--- src/rtl/fib_pkg.sv ---
// fib_pkg: shared types and default widths for the Fibonacci engine.
//   fib_state_t   : controller states (IDLE, CALC, DONE)
//   FIB_DATA_W_DEF: default result/term width
//   FIB_IDX_W_DEF : default index/counter width
package fib_pkg;

  typedef enum logic [1:0] {
    IDLE,
    CALC,
    DONE
  } fib_state_t;

  localparam int unsigned FIB_DATA_W_DEF = 16;
  localparam int unsigned FIB_IDX_W_DEF  = 8;

endpackage

--- src/rtl/fib_step.sv ---
// fib_step: one Fibonacci step, sum = a + b at DATA_W+1 bits.
// Ports:
//   i_a, i_b : previous two terms
//   o_sum    : low DATA_W bits of a + b
//   o_carry  : carry-out; set when the sum does not fit in DATA_W
module fib_step #(
  parameter int unsigned DATA_W = 16
) (
  input  logic [DATA_W-1:0] i_a,
  input  logic [DATA_W-1:0] i_b,
  output logic [DATA_W-1:0] o_sum,
  output logic              o_carry
);

  assign {o_carry, o_sum} = {1'b0, i_a} + {1'b0, i_b};

endmodule

--- src/rtl/fib_seq_engine.sv ---
// fib_seq_engine: sequential Fibonacci engine returning F(n_in).
// Optional macro: FIB_STREAM_EN adds the per-term stream (term/term_valid).
// Ports:
//   clk        : rising-edge clock
//   reset_n    : asynchronous active-low reset
//   start      : request pulse, accepted only in IDLE with abort low
//   abort      : cancels an in-flight computation (CALC only)
//   n_in       : requested index, latched on the accept edge
//   dout       : F(n), or all-ones on overflow; held until next completion
//   done       : one-cycle completion strobe
//   busy       : high while not IDLE
//   ovf        : result overflowed DATA_W; held with dout
//   term       : (FIB_STREAM_EN) most recent computed term
//   term_valid : (FIB_STREAM_EN) one-cycle strobe qualifying term
module fib_seq_engine
  import fib_pkg::*;
#(
  parameter int unsigned DATA_W = FIB_DATA_W_DEF,
  parameter int unsigned IDX_W  = FIB_IDX_W_DEF
) (
  input  logic              clk,
  input  logic              reset_n,
  input  logic              start,
  input  logic              abort,
  input  logic [IDX_W-1:0]  n_in,
  output logic [DATA_W-1:0] dout,
  output logic              done,
  output logic              busy,
  output logic              ovf
`ifdef FIB_STREAM_EN
  ,
  output logic [DATA_W-1:0] term,
  output logic              term_valid
`endif
);

  fib_state_t r_state, w_state_nxt;

  logic [DATA_W-1:0] r_a, r_b, r_dout;
  logic [IDX_W-1:0]  r_cnt, r_n;
  logic              r_ovf;
  logic [DATA_W-1:0] w_sum;
  logic              w_carry;
  logic [IDX_W-1:0]  w_cnt_inc;
  logic              w_accept, w_small, w_last;

  fib_step #(.DATA_W(DATA_W)) u_step (
    .i_a     (r_a),
    .i_b     (r_b),
    .o_sum   (w_sum),
    .o_carry (w_carry)
  );

  assign w_accept  = start && !abort;
  assign w_small   = (n_in[IDX_W-1:1] == '0);  // n_in <= 1
  assign w_cnt_inc = r_cnt + IDX_W'(1);
  assign w_last    = (w_cnt_inc == r_n);

  // State register
  always_ff @(posedge clk or negedge reset_n) begin
    if (!reset_n) r_state <= IDLE;
    else          r_state <= w_state_nxt;
  end

  // Next-state logic
  always_comb begin
    w_state_nxt = r_state;
    case (r_state)
      IDLE: if (w_accept) w_state_nxt = w_small ? DONE : CALC;
      CALC: begin
        if (abort)                  w_state_nxt = IDLE;
        else if (w_carry || w_last) w_state_nxt = DONE;
      end
      DONE:    w_state_nxt = IDLE;
      default: w_state_nxt = IDLE;
    endcase
  end

  // State-decoded outputs
  always_comb begin
    done = (r_state == DONE);
    busy = (r_state != IDLE);
  end

  // Datapath: terms, counter, held result
`ifdef FIB_STREAM_EN
  logic [DATA_W-1:0] r_term;
  logic              r_term_valid;
`endif

  always_ff @(posedge clk or negedge reset_n) begin
    if (!reset_n) begin
      r_a    <= '0;
      r_b    <= '0;
      r_cnt  <= '0;
      r_n    <= '0;
      r_dout <= '0;
      r_ovf  <= 1'b0;
`ifdef FIB_STREAM_EN
      r_term       <= '0;
      r_term_valid <= 1'b0;
`endif
    end else begin
`ifdef FIB_STREAM_EN
      r_term_valid <= 1'b0;
`endif
      case (r_state)
        IDLE: if (w_accept) begin
          r_n <= n_in;
          if (w_small) begin
            r_dout <= {{(DATA_W-1){1'b0}}, n_in[0]};
            r_ovf  <= 1'b0;
`ifdef FIB_STREAM_EN
            r_term       <= {{(DATA_W-1){1'b0}}, n_in[0]};
            r_term_valid <= 1'b1;
`endif
          end else begin
            r_a   <= '0;
            r_b   <= DATA_W'(1);
            r_cnt <= IDX_W'(1);
          end
        end
        CALC: if (!abort) begin
          if (w_carry) begin
            r_dout <= '1;
            r_ovf  <= 1'b1;
          end else begin
            r_a   <= r_b;
            r_b   <= w_sum;
            r_cnt <= w_cnt_inc;
`ifdef FIB_STREAM_EN
            r_term       <= w_sum;
            r_term_valid <= 1'b1;
`endif
            if (w_last) begin
              r_dout <= w_sum;
              r_ovf  <= 1'b0;
            end
          end
        end
        default: ;
      endcase
    end
  end

  assign dout = r_dout;
  assign ovf  = r_ovf;
`ifdef FIB_STREAM_EN
  assign term       = r_term;
  assign term_valid = r_term_valid;
`endif

endmodule

--- config.mk ---
export PLATFORM = sky130hd
export DESIGN_NAME = fib_seq_engine
export DESIGN_NICKNAME = d
export VERILOG_FILES = /design/src/rtl/fib_pkg.sv /design/src/rtl/fib_step.sv /design/src/rtl/fib_seq_engine.sv
export SDC_FILE = /design/constraint.sdc
export NUM_CORES = 1
export LEC_CHECK = 0
export ABC_AREA = 1
export ABC_CLOCK_PERIOD_IN_PS = 2900
export CORE_ASPECT_RATIO = 0.7
export CORE_MARGIN = 5
export CORE_UTILIZATION = 50
export DETAILED_ROUTE_END_ITERATION = 7
export PLACE_DENSITY = 0.73
export SETUP_SLACK_MARGIN = 0.15
export SKIP_LAST_GASP = 1
export SYNTH_ARGS = -nofsm -noshare
export SYNTH_HDL_FRONTEND = slang
export SYNTH_HIERARCHICAL = 1
export SYNTH_SLANG_ARGS = --single-unit
--- constraint.sdc ---
create_clock -name clk -period 2.9 [get_ports clk]
set_clock_uncertainty 0.1 [all_clocks]
set_input_delay 0.87 -clock clk [delete_from_list [all_inputs] [get_ports clk]]
set_output_delay 0.87 -clock clk [all_outputs]
set_load 0.02 [all_outputs]
==> results of run 1 <==
## per-layer routing
metal,vias to the layer above,wire length [um]
met5,-,0
li1,1887,-
met1,1769,5265
met3,10,649
met2,105,4540
met4,0,97
## cells in the mapped netlist, drive strengths merged
master / number / area share, %
nand3b: 2 / 0.36
xor2: 7 / 1.5
buf: 6 / 1.1
o22ai: 4 / 0.61
xnor2: 2 / 0.43
inv: 83 / 7.6
o31ai: 1 / 0.18
or2: 2 / 0.30
o211ai: 1 / 0.18
clkbuf: 10 / 0.91
nand2: 182 / 17
nor3: 3 / 0.73
o21ai: 44 / 5.4
dfrtp: 67 / 41
nand3: 61 / 8.1
ha: 17 / 5.2
fa: 1 / 0.49
a21oi: 9 / 1.1
a211oi: 1 / 0.18
nor2: 62 / 6.1
nand4: 5 / 0.76
and2: 2 / 0.37
nor4: 1 / 0.30
## worst min-delay path, stage by stage, from the launching register on
cell	delay [ps]
dfrtp_1	340
nand2_1	50
nand2_1	50
## metrics by stage
stage | power (mW) | cells | setup TNS (ps) | setup WS, ps | area (um2)
floorplan | 2.138 | 573 | 0 | 158.3 | 4114
global placement | 2.626 | 698 | 0 | 103.0 | 4542
detailed placement | 2.650 | 698 | -294.2 | -63.86 | 4542
CTS | 3.674 | 713 | 0 | 154.2 | 4820
global route | 4.023 | 718 | 0 | 108.5 | 4954
finish | 3.773 | 718 | 0 | 297.8 | 4954
## sequential cells by signal (all words and copies together) (netlist names)
signal   cells
r_cnt        8
ovf          1
r_state      2
dout        16
r_a         16
r_b         16
r_n          8
## area by class of cell
type | instances | area [um2] | share of cell area [%]
clock buffers | 11 | 242.7 | 4.900
clock inverters | 4 | 27.53 | 0.5557
multi-input cells | 407 | 2083 | 42.06
inverters | 83 | 324.1 | 6.542
repair buffers | 44 | 464.2 | 9.371
repair inverters | 1 | 8.758 | 0.1768
flip-flops and latches | 67 | 1677 | 33.85
well taps | 101 | 126.4 | 2.551
## power groups by stage
stage	sequential [mW]	combinational, mW	clock, mW
after floorplan	1.40	0.738	0
after global routing	1.33	1.63	1.06
after global placement	1.30	1.33	0
final	1.30	1.48	0.997
after CTS	1.29	1.36	1.02
after detailed placement	1.31	1.34	0
## path summary, 6_finish.rpt
path                            to  slack (ps)
min in group asynchronous  r_a[10]         410
max in group asynchronous      ovf        1650
hold reg to reg            dout[9]         370
hold / removal             dout[9]         370
setup reg to reg            r_a[6]         300
setup / recovery            r_a[6]         300
## timing repair
action,in CTS,in global routing
setup buffers,0,2
pin swaps,1,2
resized for setup,3,17
setup endpoints to repair,35,52
cloned,0,3
## logic make-up (layout without fill, tap and decap cells)
| group | after synthesis | after routing | synth area share [%] |
|---|---|---|---|
| compound gates | 60 | 60 | 7.603 |
| xor+xnor | 9 | 9 | 1.916 |
| fa+ha+maj | 18 | 18 | 5.657 |
| buf+inv | 99 | 143 | 9.550 |
| flops | 67 | 67 | 40.75 |
| simple gates | 320 | 320 | 34.52 |
==> results.cfg, run 1 <==
[power]
pwr_density_cell_nw_per_um2 = 761.7
pwr-share-seq_pct = 34.4
vdd_drop_max_mv = 0.6132
p_sw_share_pct = 39.02
leakage_nw = 2.548
p_clk_share_pct = 26.4
p_sw_mw = 1.472
combPwrFrac_pct = 39.2
intPower_mw = 2.301

[worst_setup_path]
slowest_delay_ps = 390
worstReg2RegStart = r_a[0]
cpMostUsedCell = nand2_1
cp-start-kind = flip-flop
cp.depth = 16
ff2ff_path_depth = 16
worst_setup_path_end_kind = flip-flop
crit_start = r_a[0]
critical_path_buf_inv_count = 2
worst-setup-path-type = reg -> reg
slowest_stage = dfrtp_1
crit_chain = ha_2 -> fa_2 -> nand2_1 -> nand2_1 -> and2_4 -> nand3_2 -> nand3_2 -> nand2_2 -> nand2_2 -> inv_2 -> nor2_2 -> nor2_4 -> nand2_8 -> clkbuf_16 -> nand2_1 -> o21ai_0
worstPathRequired_ps = 3010
critPathArrivalTime_ps = 2710
path_delay_family = simple AND/OR/NAND/NOR gates
cp_max_fo = 9

[worst_hold_path]
hold_path.startpoint = dout[9]
hold_depth = 2
hp-class = reg -> reg

[die]
dieWidth_um = 118.4
io_pins = 31
die_area_um2 = 10170
die_h_um = 85.89
coreArea_um2 = 7939
initial_utilization_pct = 51.82
rows = 27

[clocking]
clkLatencyLatePin_ps = 330
clock_path_buffers = 2
clk_pin_slew_ps = 60
cts_inserted_buffers = 9
numClockSinks = 67
cts_root_buf = clkbuf_16
holdBufCountCts = 0
htreeDepth = 3
cts_tree = yes

[layout]
layout.cells.most_common_list = nand2_1 (167), inv_1 (78), dfrtp_1 (67)
diodes = 0
final_common_cell = nand2_1
fin_util_pct = 62.40
nets = 643
fill_cells = 714
synthToLayoutAreaGrowth_pct = 20.41
drive_gt1_share_pct = 11.02

[yosys]
syn_avg_cell_area_um2 = 7.180
synthesis.nets = 603
ys_types = 35
yosysWarningCount = 6
netlist_instances = 573
synth-seq-cells = 67
yosysSeqAreaShare_pct = 40.75
synthesis.area_um2 = 4114

[drt]
vias_per_cell = 5.252
wl_per_cell_um = 14.70
drc = 0
totalWireLength_mm = 10.55
drt-initial-drc-count = 339
first_pass_iters = 5
postRouteAntennaNets = 0
vias = 3771

[global_route]
grt_start_max_net_pins = 47
overflow = 0
use_met3_pct = 5.274
antenna_found_initial = 0
grtUsageTotal_pct = 20.43
grt_pass1_vias = 3550
use_met1_pct = 29.71
busiest_layer = met2
grt_pass1_wl_mm = 16.95
use_met2_pct = 30.58

[sta]
timing.fmax_mhz = 384.3
min_period_over_period_pct = 89.73
rsz0062_at_grt = no
post-route-min-period_ps = 2602
hold_ws_ps = 372.3
finalSetupViolCount = 0
hold_viol = 0
drv_slew = 0
relSlewSlack_pct = 63.09
worst-slew-pin-transition_ps = 553.0

[placement]
port_buffers = 30
hpwl_mm = 7.323
place.gp.congestion = 0.8813

[job]
max_cap_viol_count = 0

[outcome]
status = finished clean
(Power assumes the default switching activity.)
==> inputs of run 2 (changes only) <==
REMOVE_ABC_BUFFERS = 1   (was not set)
==> run 2 against run 1 <==
Effect of this change:
- wire length increased by 4.0%
- fmax fell by 1.3%
- global-route usage is 1.5 points higher
- sequential power hardly changed
- register-to-register slack worse by 30 ps
- flip-flop and latch count unchanged
- core utilization is 0.80 points higher
- via count increased by 2.8%
- total power grew 7.6%
- non-clock buffer count increased by 4
- clock power up 28%
- critical path type unchanged
- largest power group unchanged
==> results.cfg, run 2 (synthesis gave the netlist of run 1 again) <==
[outcome]
status = finished clean

[clocking]
cts_inserted_buffers = 9
cts_tree = yes
clkLatencyLatePin_ps = 340
htreeDepth = 3
cts_root_buf = clkbuf_16
holdBufCountCts = 0
numClockSinks = 67
clk_pin_slew_ps = 60
clock_path_buffers = 2

[power]
pwr_density_cell_nw_per_um2 = 809.3
leakage_nw = 2.587
power_mw = 4.061
vdd_drop_max_mv = 0.6781

[global_route]
grt_pass1_wl_mm = 17.84
grt_pass1_vias = 3527
overflow = 0
grtUsageTotal_pct = 21.97
grt_start_max_net_pins = 68
antenna_found_initial = 0

[sta]
drv_slew = 0
post-route-min-period_ps = 2635
min_period_over_period_pct = 90.87
hold_viol = 0
relSlewSlack_pct = 55.38
worst-slew-pin-transition_ps = 667.7
timing.fmax_mhz = 379.5
rsz0062_at_grt = yes
finalSetupViolCount = 0
setup_ws_ps = 264.7

[layout]
diodes = 0
fill_cells = 673
nets = 646
postLayoutCellArea_um2 = 5017
final_common_cell = nand2_1
drive_gt1_share_pct = 11.43
synthToLayoutAreaGrowth_pct = 21.96
layout.cells.most_common_list = nand2_1 (168), inv_1 (78), dfrtp_1 (67)

[die]
die_h_um = 85.89
die_area_um2 = 10170
coreArea_um2 = 7939
rows = 27
initial_utilization_pct = 51.82
io_pins = 31
dieWidth_um = 118.4

[worst_setup_path]
ff2ff_path_depth = 17
worst_setup_path_end_kind = flip-flop
critPathArrivalTime_ps = 2780
reg2reg_slack_ps = 260
r2r_end = r_b[11]
worst-setup-path-type = reg -> reg
crit_path_end = r_b[11]
cp_max_fo = 8
worstPathRequired_ps = 3040
worstReg2RegStart = r_a[0]
cp-start-kind = flip-flop
crit_start = r_a[0]

[placement]
port_buffers = 30
place.gp.congestion = 0.8966
hpwl_mm = 7.694
postPlaceCellArea_um2 = 4554
place_ws_ps = 135.2

[drt]
wl_per_cell_um = 15.20
totalWireLength_mm = 10.98
postRouteAntennaNets = 0
drc = 0
drt-initial-drc-count = 337
vias_per_cell = 5.371
first_pass_iters = 5
vias = 3878

[worst_hold_path]
hp-class = reg -> reg

[job]
max_cap_viol_count = 0
==> run 2: worst min-delay path by stage <==
| stage | startpoint | cells after the start | end | slack [ps] |
|---|---|---|---|---|
| global placement | ovf | 2 | ovf | 350 |
| finish | dout[1] | 2 | dout[1] | 380 |
| floorplan | r_n[3] | 2 | r_n[3] | 350 |
| CTS | dout[13] | 2 | dout[13] | 380 |
| detailed placement | dout[14] | 2 | dout[14] | 360 |
| global route | dout[2] | 2 | dout[2] | 410 |
==> run 2: worst max-delay path, cell delays in order (launching register included) <==
cell and delay, ps:
dfrtp_1 390, ha_2 190, fa_2 360, nand2_1 80
nand2_1 70, and2_4 150, nand3_2 80, nand3_2 80
nand2_2 70, nand2_2 50, inv_2 80, nor2_1 60
nor2_2 240, nand2_2 120, clkinv_4 110, clkbuf_16 160
nand3_1 60, o21ai_0 100
==> run 2: layer usage <==
layer | wire (um) | GRT usage (%) | up-vias | part of all wire [%]
met2 | 4650 | 31.96 | 135 | 42
met4 | 105 | 6.076 | 0 | 0.96
li1 | - | - | 1892 | -
met5 | 0 | 0 | - | 0
met3 | 783 | 4.812 | 14 | 7.1
met1 | 5437 | 33.00 | 1837 | 50
==> run 2: per-stage QoR <==
step | TNS, ps | hold slack, ps | util [%] | cells
CTS | 0 | 378.5 | 61.86 | 715
detailed placement | 0 | 364.2 | 57.37 | 698
global route | 0 | 408.5 | 63.20 | 722
floorplan | -1943 | 353.0 | - | 557
global placement | 0 | 353.7 | 57.37 | 698
finish | 0 | 377.9 | 63.20 | 722
==> run 2: final cells by class <==
type,count,area (um2),area share [%]
Sequential cell,67,1677,33.42
Timing Repair Buffer,48,494.2,9.850
Clock buffer,9,225.2,4.489
Clock inverter,7,123.9,2.469
Inverter,83,316.6,6.309
Multi-Input combinational cell,407,2054,40.95
Tap cell,101,126.4,2.519
==> run 2: what timing repair did <==
action | CTS | global route
endpoints found under the hold margin | 0 | 0
pin swaps | 1 | 4
setup endpoints to repair | 16 | 55
resized for setup | 0 | 15
gates cloned | 0 | 2
setup buffers | 1 | 5
==> run 2: where the power goes <==
| part | total (mW) | internal [mW] | switching [mW] | leakage, nW |
|---|---|---|---|---|
| Clock | 1.28 | 0.847 | 0.437 | 0.167 |
| Combinational | 1.46 | 0.556 | 0.907 | 1.52 |
| Sequential | 1.31 | 1.15 | 0.167 | 0.905 |
